$ cat src/rtl/data_mem_arbiter.sv
// data_mem_arbiter
//   Shares one single-ported data memory between the CPU MEM stage and a
//   loader/DMA port. The grant is decided combinationally every cycle. The CPU
//   normally has priority. A DMA access completes with a one-cycle dma_ack
//   pulse and registered read data in the cycle after its grant.
//
//   Optional feature: define DATA_MEM_ARBITER_STARVE_GUARD_EN to enable the
//   starvation guard. When the DMA loses STARVE_LIMIT consecutive cycles to
//   the CPU, the guard forces a DMA grant for one cycle. When the macro is not
//   defined, the CPU has strict priority.
//
// Ports
//   clock, reset                 rising-edge clock, synchronous active-high reset
//   cpu_req/write/byte_en        CPU MEM-stage request, store strobe, byte select
//   cpu_addr, cpu_wdata          CPU address and store data
//   cpu_rdata                    combinational read data (mirrors mem_read_data)
//   cpu_stall                    freezes the CPU pipeline while the DMA holds the memory
//   dma_req/write/byte_en        DMA request, store strobe, byte select
//   dma_addr, dma_wdata          DMA address and store data
//   dma_ack, dma_rdata           completion pulse and registered read data
//   mem_write/byte_en            data memory controls
//   mem_address, mem_write_data  data memory address and write data
//   mem_read_data                asynchronous read data from the data memory
//   grant_dma                    high in any cycle in which the DMA owns the memory
module data_mem_arbiter #(
  parameter int N            = 16,
  parameter int STARVE_LIMIT = 4
) (
  input  logic         clock,
  input  logic         reset,
  input  logic         cpu_req,
  input  logic         cpu_write,
  input  logic         cpu_byte_en,
  input  logic [N-1:0] cpu_addr,
  input  logic [N-1:0] cpu_wdata,
  output logic [N-1:0] cpu_rdata,
  output logic         cpu_stall,
  input  logic         dma_req,
  input  logic         dma_write,
  input  logic         dma_byte_en,
  input  logic [N-1:0] dma_addr,
  input  logic [N-1:0] dma_wdata,
  output logic         dma_ack,
  output logic [N-1:0] dma_rdata,
  output logic         mem_write,
  output logic         mem_byte_en,
  output logic [N-1:0] mem_address,
  output logic [N-1:0] mem_write_data,
  input  logic [N-1:0] mem_read_data,
  output logic         grant_dma
);

  localparam logic [0:0] ST_IDLE = 1'b0;
  localparam logic [0:0] ST_ACK  = 1'b1;

  logic [0:0]   state_q, state_d;
  logic [N-1:0] dma_rdata_q, dma_rdata_d;
  logic         force_dma;
  logic         dma_elig;
  logic         gnt_cpu;
  logic         gnt_dma;

  // dma_ack is masked by reset so that an access caught in ACK is dropped.
  assign dma_ack   = (state_q == ST_ACK) & ~reset;
  // A request seen during its own ack cycle is not a new request yet. This
  // limits the DMA to one access every two cycles.
  assign dma_elig  = dma_req & ~dma_ack;
  assign gnt_cpu   = ~reset & cpu_req & ~force_dma;
  assign gnt_dma   = ~reset & ~gnt_cpu & dma_elig;

  assign grant_dma = gnt_dma;
  assign cpu_stall = gnt_dma & cpu_req;
  assign cpu_rdata = mem_read_data;
  assign dma_rdata = dma_rdata_q;

  always_comb begin
    mem_write      = 1'b0;
    mem_byte_en    = cpu_byte_en;
    mem_address    = cpu_addr;
    mem_write_data = cpu_wdata;
    if (gnt_dma) begin
      mem_write      = dma_write;
      mem_byte_en    = dma_byte_en;
      mem_address    = dma_addr;
      mem_write_data = dma_wdata;
    end else if (gnt_cpu) begin
      mem_write      = cpu_write;
    end
  end

  always_comb begin
    state_d = state_q;
    case (state_q)
      ST_IDLE: if (gnt_dma) state_d = ST_ACK;
      ST_ACK:  state_d = ST_IDLE;
    endcase
  end

  assign dma_rdata_d = gnt_dma ? mem_read_data : dma_rdata_q;

  always_ff @(posedge clock) begin
    if (reset) begin
      state_q     <= ST_IDLE;
      dma_rdata_q <= '0;
    end else begin
      state_q     <= state_d;
      dma_rdata_q <= dma_rdata_d;
    end
  end

`ifdef DATA_MEM_ARBITER_STARVE_GUARD_EN
  localparam int CNT_W = $clog2(STARVE_LIMIT + 1);

  logic [CNT_W-1:0] cnt_q, cnt_d, cnt_inc;
  logic             force_q, force_d;

  // The counter counts consecutive cycles in which an eligible DMA request
  // loses to the CPU. When the count reaches the limit, the counter becomes a
  // one-cycle force pulse, and the counter restarts from zero.
  always_comb begin
    cnt_inc = cnt_q + CNT_W'(1);
    cnt_d   = '0;
    force_d = 1'b0;
    if (gnt_cpu && dma_elig) begin
      if (cnt_inc == CNT_W'(STARVE_LIMIT)) force_d = 1'b1;
      else                                 cnt_d   = cnt_inc;
    end
  end

  always_ff @(posedge clock) begin
    if (reset) begin
      cnt_q   <= '0;
      force_q <= 1'b0;
    end else begin
      cnt_q   <= cnt_d;
      force_q <= force_d;
    end
  end

  assign force_dma = force_q;
`else
  // Strict CPU priority. STARVE_LIMIT is never negative, so this
  // expression is a constant 0. It keeps the parameter in the interface.
  assign force_dma = (STARVE_LIMIT < 0);
`endif

endmodule

$ cat config.mk
export PLATFORM = sky130hd
export DESIGN_NAME = data_mem_arbiter
export DESIGN_NICKNAME = d
export VERILOG_FILES = /design/src/rtl/data_mem_arbiter.sv
export SDC_FILE = /design/constraint.sdc
export NUM_CORES = 1
export LEC_CHECK = 0
export CORE_ASPECT_RATIO = 2
export CORE_MARGIN = 2
export CORE_UTILIZATION = 29
export CTS_CLUSTER_DIAMETER = 30
export DETAILED_ROUTE_END_ITERATION = 16
export PLACE_DENSITY = 0.95
export REMOVE_ABC_BUFFERS = 1
export SYNTH_ARGS = -nofsm -noshare
export SYNTH_HDL_FRONTEND = slang
export SYNTH_SLANG_ARGS = --single-unit
$ cat constraint.sdc
create_clock -name clock -period 4.1 [get_ports clock]
set_input_delay 0.41 -clock clock [delete_from_list [all_inputs] [get_ports clock]]
set_output_delay 0.41 -clock clock [all_outputs]
set_load 0.05 [all_outputs]
==> results of run 1 <==
## power by group through the flow
stage	Sequential, mW	Clock, mW	Combinational (mW)
after global placement	0.182	0	0.369
final	0.178	0.123	0.371
after floorplan	0.210	0	0.146
after detailed placement	0.182	0	0.373
after global routing	0.179	0.134	0.386
after CTS	0.178	0.127	0.374
## worst max-delay path, stage by stage
cell and delay [ns]:
clkdlybuf4s50_1 0.52, nor4b_4 0.29, buf_4 0.41, mux2_2 0.39, clkdlybuf4s50_1 0.71
## layer usage
metal  up-vias  GRT usage, %
li1        701             -
met1       626          15.8
met2       105          31.8
met3         2          2.98
met4         0          4.25
met5         -             0
## flip-flops by register name (all words and copies together) (netlist names)
signal	count
dma_rdata	16
state_q	1
## through the flow
step                      util, %  setup WS, ns  power, mW  cells  instance area [um2]
final                        63.5         0.946      0.672    322                 2780
after global routing         63.5         0.832      0.700    322                 2780
after CTS                    63.5         0.912      0.680    322                 2780
after detailed placement     62.5         0.922      0.555    318                 2740
after global placement       62.5         0.979      0.550    318                 2740
after floorplan                 -          1.04      0.356    106                 1140
## worst max path at each step
stage,cells after the start,startpoint,end
6_report,5,cpu_req,mem_write_data[13]
5_1_grt,5,cpu_req,mem_address[2]
4_1_cts,5,cpu_req,mem_write_data[13]
3_5_place_dp,5,cpu_req,mem_write_data[13]
3_3_place_gp,5,cpu_req,mem_address[2]
2_1_floorplan,2,reset,mem_address[3]
## cell type report
type,instances,area share (%)
Multi-Input combinational cell,89,29.0
Tap cell,54,2.43
Timing Repair Buffer,158,54.7
Clock buffer,4,1.62
Sequential cell,17,12.2
## cells in the mapped netlist, types with 2 or more instances
cell type,n
buf_2,2
buf_4,18
buf_6,3
clkbuf_1,3
dfxtp_1,17
mux2_2,32
mux2i_1,16
nand2b_1,32
## cells in the final DEF, fill, tap and decap left out, drive strengths merged
master           n
a21oi            1
buf             23
clkbuf           4
clkdlybuf4s50  135
conb             1
dfxtp           17
mux2            33
mux2i           16
nand2            1
nand2b          32
nand4bb          1
nor2b            1
nor3b            1
nor4b            2
## kinds of logic after synthesis
group                  after synthesis  share of synthesized area [%]
AOI/OAI and AO/OA                    1                          0.375
other                                1                          0.281
buffers and inverters               26                           14.3
DFF                                 17                           25.5
and+or+nand+nor                     38                           19.6
muxes                               49                           39.9
==> flow_metrics.py, run 1 <==
metrics = {
    "floorplan": {
        "die-area_um2": 5190,
        "row_count": 34,
        "die_h_um": 99.9,
        "ios": 157,
        "core_area_um2": 4380,
        "start_util_pct": 30.4,
        "die_w_um": 51.9,
    },
    "clock_tree": {
        "clk_latency_ns": 0.25,
        "cts_made_buffers": 3,
        "cts_tree": "yes",
        "cts.path.max_buffers": 2,
        "ctsHtreeMaxLevel": 1,
        "hold_buffers": 0,
        "clk_pin_slew_worst_paths_ns": 0.06,
        "postCtsSetupBuffers": 0,
        "post_cts_resize_count": 0,
        "cts.sinks": 17,
        "clock-root-buffer": "clkbuf_8",
    },
    "grt": {
        "overflow": 0,
        "grt_pass1_wl_um": 6510,
        "track_usage_pct": 16.0,
        "grt_max_degree": 36,
        "grt_pass1_vias": 1517,
        "antenna_found_initial": 0,
    },
    "synth": {
        "syn_avg_cell_area_um2": 10.1,
        "synth_cells": 132,
        "async_reset_ff_share_pct": 0,
        "ys.flop_type": "dfxtp_1",
        "synth_area_leader_cell": "mux2_2",
        "ys_top_cells_by_area": "mux2_2, dfxtp_1, nand2b_1",
        "ys_warn_count": 0,
        "synth-edff-count": 0,
        "synthesis.area_um2": 1330,
        "synth-seq-cells": 17,
        "synth.distinct_cells": 17,
        "synth_top_area_share_pct": 27.0,
        "ys_seq_area_share_pct": 25.5,
    },
    "power": {
        "pwr_density_cell_nw_per_um2": 241,
        "p_sw_uw": 260,
        "pwr-share-comb_pct": 55.2,
        "ir_drop_mv": 0.182,
        "pwr-share-clk_pct": 18.3,
        "seqPwrFrac_pct": 26.5,
        "leakagePower_nw": 1.06,
        "switching_share_pct": 38.8,
        "internal-power_uw": 412,
    },
    "drt": {
        "drt_pass1_iterations": 1,
        "drc_errors": 0,
        "wl_per_cell_um": 13.3,
        "via_count": 1434,
        "met2_length_um": 2380,
        "top_layer_used": "met4",
        "totalWireLength_um": 4270,
        "drt_iter0_drc": 0,
        "wl_met3_um": 438,
        "vias_per_cell": 4.45,
        "wl_met1_um": 1420,
        "ant_nets": 0,
    },
    "placement": {
        "gp_congestion": 0.728,
        "dp_hpwl_um": 3690,
        "portBuffers": 155,
    },
    "finish": {
        "nets": 357,
        "drive_gt1_share_pct": 22.4,
        "nFillCells": 367,
        "area_delta_synth_final_pct": 109,
        "regArea_um2": 340,
        "diodes": 0,
        "multiInputGateArea_um2": 807,
    },
    "sta": {
        "final_max_slew_viol_count": 0,
        "tns_ns": 0,
        "setup_viol": 0,
        "holdWs_ns": 0.476,
        "period_minus_slack_ns": 3.15,
        "fmax_mhz": 317,
        "worst_clock_skew_ns": 0.00394,
        "hold_viol_final": 0,
        "maxSlewHeadroom_pct": 65.8,
        "worstMarginPinSlew_ns": 0.511,
        "finalCritPeriodShare_pct": 76.9,
        "rsz0062_at_grt": "no",
    },
    "status": {
        "status": "finished, final reports clean",
    },
    "worst_hold_path": {
        "min_to": "dma_rdata[3]$_SDFFE_PP0P_",
        "hp-start": "dma_rdata[3]$_SDFFE_PP0P_",
        "hp-class": "flop to flop",
        "hold_path_depth": 2,
    },
    "setup_path": {
        "critPathCaptureType": "primary output",
        "crit_arrival_ns": 2.74,
        "worstPathMaxFanout": 34,
        "reg2reg_slack_ns": 2.97,
        "r2r_start": "state_q$_SDFF_PP0_",
        "r2r_cells": 3,
        "critPathKind": "primary input to primary output",
        "r2r-end": "dma_rdata[2]$_SDFFE_PP0P_",
        "start_kind": "primary input",
        "required_ns": 3.69,
    },
    "run": {
        "max_cap_violations": 0,
    },
}
No activity file was read; power rests on OpenSTA's default activity.
==> inputs of run 2 (changes only) <==
- CORE_UTILIZATION: 29 -> 24
- PLACE_DENSITY: 0.95 -> 0.87
- clock period: 4.1 -> 2.6 ns (I/O delays scaled with it)
==> run 2 against run 1 <==
Effect of this change:
- combinational power rose by 58%
- utilization fell by 11 points
- sequential cell count stayed put
- wire length fell by 1.8%
- critical path type unchanged
- first-iteration DRC count rose by 21
- largest cell class unchanged
- design area rose by 0.49%
- total power is 58% higher
- die area rose by 20%
==> flow_metrics.py, run 2 (synthesis gave the netlist of run 1 again) <==
metrics = {
    "finish": {
        "largest_register_ffs": 16,
        "diodes": 0,
        "instances_no_fill": 329,
        "nets": 358,
        "area_delta_synth_final_pct": 110,
        "mostFrequentLayoutCell": "clkdlybuf4s50_1",
        "final_cell_mix": "clkdlybuf4s50_1, buf_4, mux2_2, nand2b_1, dfxtp_1",
        "drive_gt1_share_pct": 29.0,
        "final_util_pct": 52.1,
    },
    "floorplan": {
        "row_count": 38,
        "core_area_um2": 5370,
        "ios": 157,
        "die-area_um2": 6200,
        "start_util_pct": 24.8,
        "die_w_um": 56.7,
        "die_h_um": 109,
    },
    "drt": {
        "drt_pass1_iterations": 3,
        "wl_per_cell_um": 12.7,
        "ant_nets": 0,
        "drt_iter0_drc": 21,
        "vias_per_cell": 4.43,
        "drc_errors": 0,
        "totalWireLength_um": 4190,
        "via_count": 1458,
    },
    "power": {
        "switching_share_pct": 39.0,
        "pwr_density_cell_nw_per_um2": 379,
        "ir_drop_mv": 0.342,
        "internal-power_uw": 647,
        "pwr-share-comb_pct": 55.1,
        "pwr-share-clk_pct": 18.4,
        "p_sw_uw": 415,
        "finalPower_mw": 1.06,
        "leakagePower_nw": 1.09,
        "seqPwrFrac_pct": 26.5,
    },
    "setup_path": {
        "start_kind": "primary input",
        "worstPathMaxFanout": 34,
        "critPathCaptureType": "primary output",
        "startpoint": "cpu_req",
        "slowest_stage": "clkdlybuf4s50_1",
        "max_stage_delay_ns": 0.53,
        "crit_chain": "clkdlybuf4s50_1 > nor4b_4 > buf_12 > mux2_2 > buf_4",
        "r2r_start": "state_q$_SDFF_PP0_",
        "reg2reg_slack_ns": 1.49,
        "cp.buffers_inverters": 3,
        "cp_top_family": "buffers and inverters",
        "required_ns": 2.34,
        "crit_arrival_ns": 1.97,
        "cp.depth": 5,
        "critPathKind": "primary input to primary output",
        "critPathCapture": "mem_write_data[11]",
        "r2r-end": "dma_rdata[8]$_SDFFE_PP0P_",
        "r2r_cells": 3,
    },
    "clock_tree": {
        "clock-root-buffer": "clkbuf_8",
        "postCtsSetupBuffers": 0,
        "ctsHtreeMaxLevel": 1,
        "hold_buffers": 0,
        "clk_pin_slew_worst_paths_ns": 0.07,
        "cts.path.max_buffers": 2,
        "cts.sinks": 17,
        "clk_latency_ns": 0.25,
        "cts_made_buffers": 3,
        "cts_tree": "yes",
        "post_cts_resize_count": 0,
    },
    "sta": {
        "worstMarginPinSlew_ns": 0.520,
        "worst_clock_skew_ns": 0.00606,
        "final_max_slew_viol_count": 0,
        "fmax_mhz": 447,
        "maxSlewHeadroom_pct": 65.2,
        "tns_ns": 0,
        "period_minus_slack_ns": 2.23,
        "rsz0062_at_grt": "no",
        "setup_ws_ns": 0.365,
        "hold_viol_final": 0,
        "finalCritPeriodShare_pct": 86.0,
        "setup_viol": 0,
    },
    "grt": {
        "grt_pass1_vias": 1538,
        "antenna_found_initial": 0,
        "track_usage_pct": 13.3,
        "grt_max_degree": 36,
        "grt_pass1_wl_um": 6440,
        "overflow": 0,
    },
    "worst_hold_path": {
        "hp-class": "flop to flop",
    },
    "placement": {
        "placed_cells": 325,
        "portBuffers": 155,
        "dp_hpwl_um": 3690,
        "place_ws_ns": 0.354,
        "gp_congestion": 0.760,
    },
    "status": {
        "status": "finished, final reports clean",
    },
    "run": {
        "max_cap_violations": 0,
    },
}
-- run 2: tightest hold or removal path, delay by kind of cell (launching register included) --
kind             cells  cell delay [ns]
DFF                  1             0.31
and+or+nand+nor      1             0.06
muxes                1             0.05
-- run 2: worst min path at each step --
stage / startpoint / to / slack (ns) / cells after the start
after floorplan: reset / state_q$_SDFF_PP0_ / 0.34 / 1
after global placement: dma_rdata[9]$_SDFFE_PP0P_ / dma_rdata[9]$_SDFFE_PP0P_ / 0.46 / 2
after detailed placement: dma_rdata[12]$_SDFFE_PP0P_ / dma_rdata[12]$_SDFFE_PP0P_ / 0.47 / 2
after CTS: dma_rdata[12]$_SDFFE_PP0P_ / dma_rdata[12]$_SDFFE_PP0P_ / 0.48 / 2
after global routing: dma_rdata[6]$_SDFFE_PP0P_ / dma_rdata[6]$_SDFFE_PP0P_ / 0.50 / 2
final: dma_rdata[12]$_SDFFE_PP0P_ / dma_rdata[12]$_SDFFE_PP0P_ / 0.47 / 2
-- run 2: routing by layer --
layer | vias to the layer above | GRT usage (%) | wire, um
met4 | 0 | 7.14 | 107
li1 | 701 | - | -
met3 | 6 | 2.35 | 415
met5 | - | 0 | 0
met2 | 109 | 27.2 | 2420
met1 | 642 | 11.5 | 1250
-- run 2: power groups by stage --
stage | Combinational [mW] | Sequential, mW | Clock (mW)
floorplan | 0.231 | 0.331 | 0
global placement | 0.586 | 0.286 | 0
detailed placement | 0.590 | 0.288 | 0
CTS | 0.591 | 0.282 | 0.205
global route | 0.612 | 0.283 | 0.211
finish | 0.585 | 0.282 | 0.195
-- run 2: cell type report --
| cell class | instances | area, um2 |
|---|---|---|
| fill | 508 | 2570 |
| clock buffer | 3 | 41.3 |
| timing repair buffer | 159 | 1530 |
| sequential | 17 | 340 |
| multi-input combinational | 89 | 807 |
| clock inverter | 1 | 5.00 |
| tap | 60 | 75.1 |
-- run 2: through the flow --
stage	hold slack [ns]	instance area [um2]
after floorplan	0.337	1140
after global placement	0.458	2750
after detailed placement	0.468	2750
after CTS	0.478	2800
after global routing	0.498	2800
final	0.473	2800
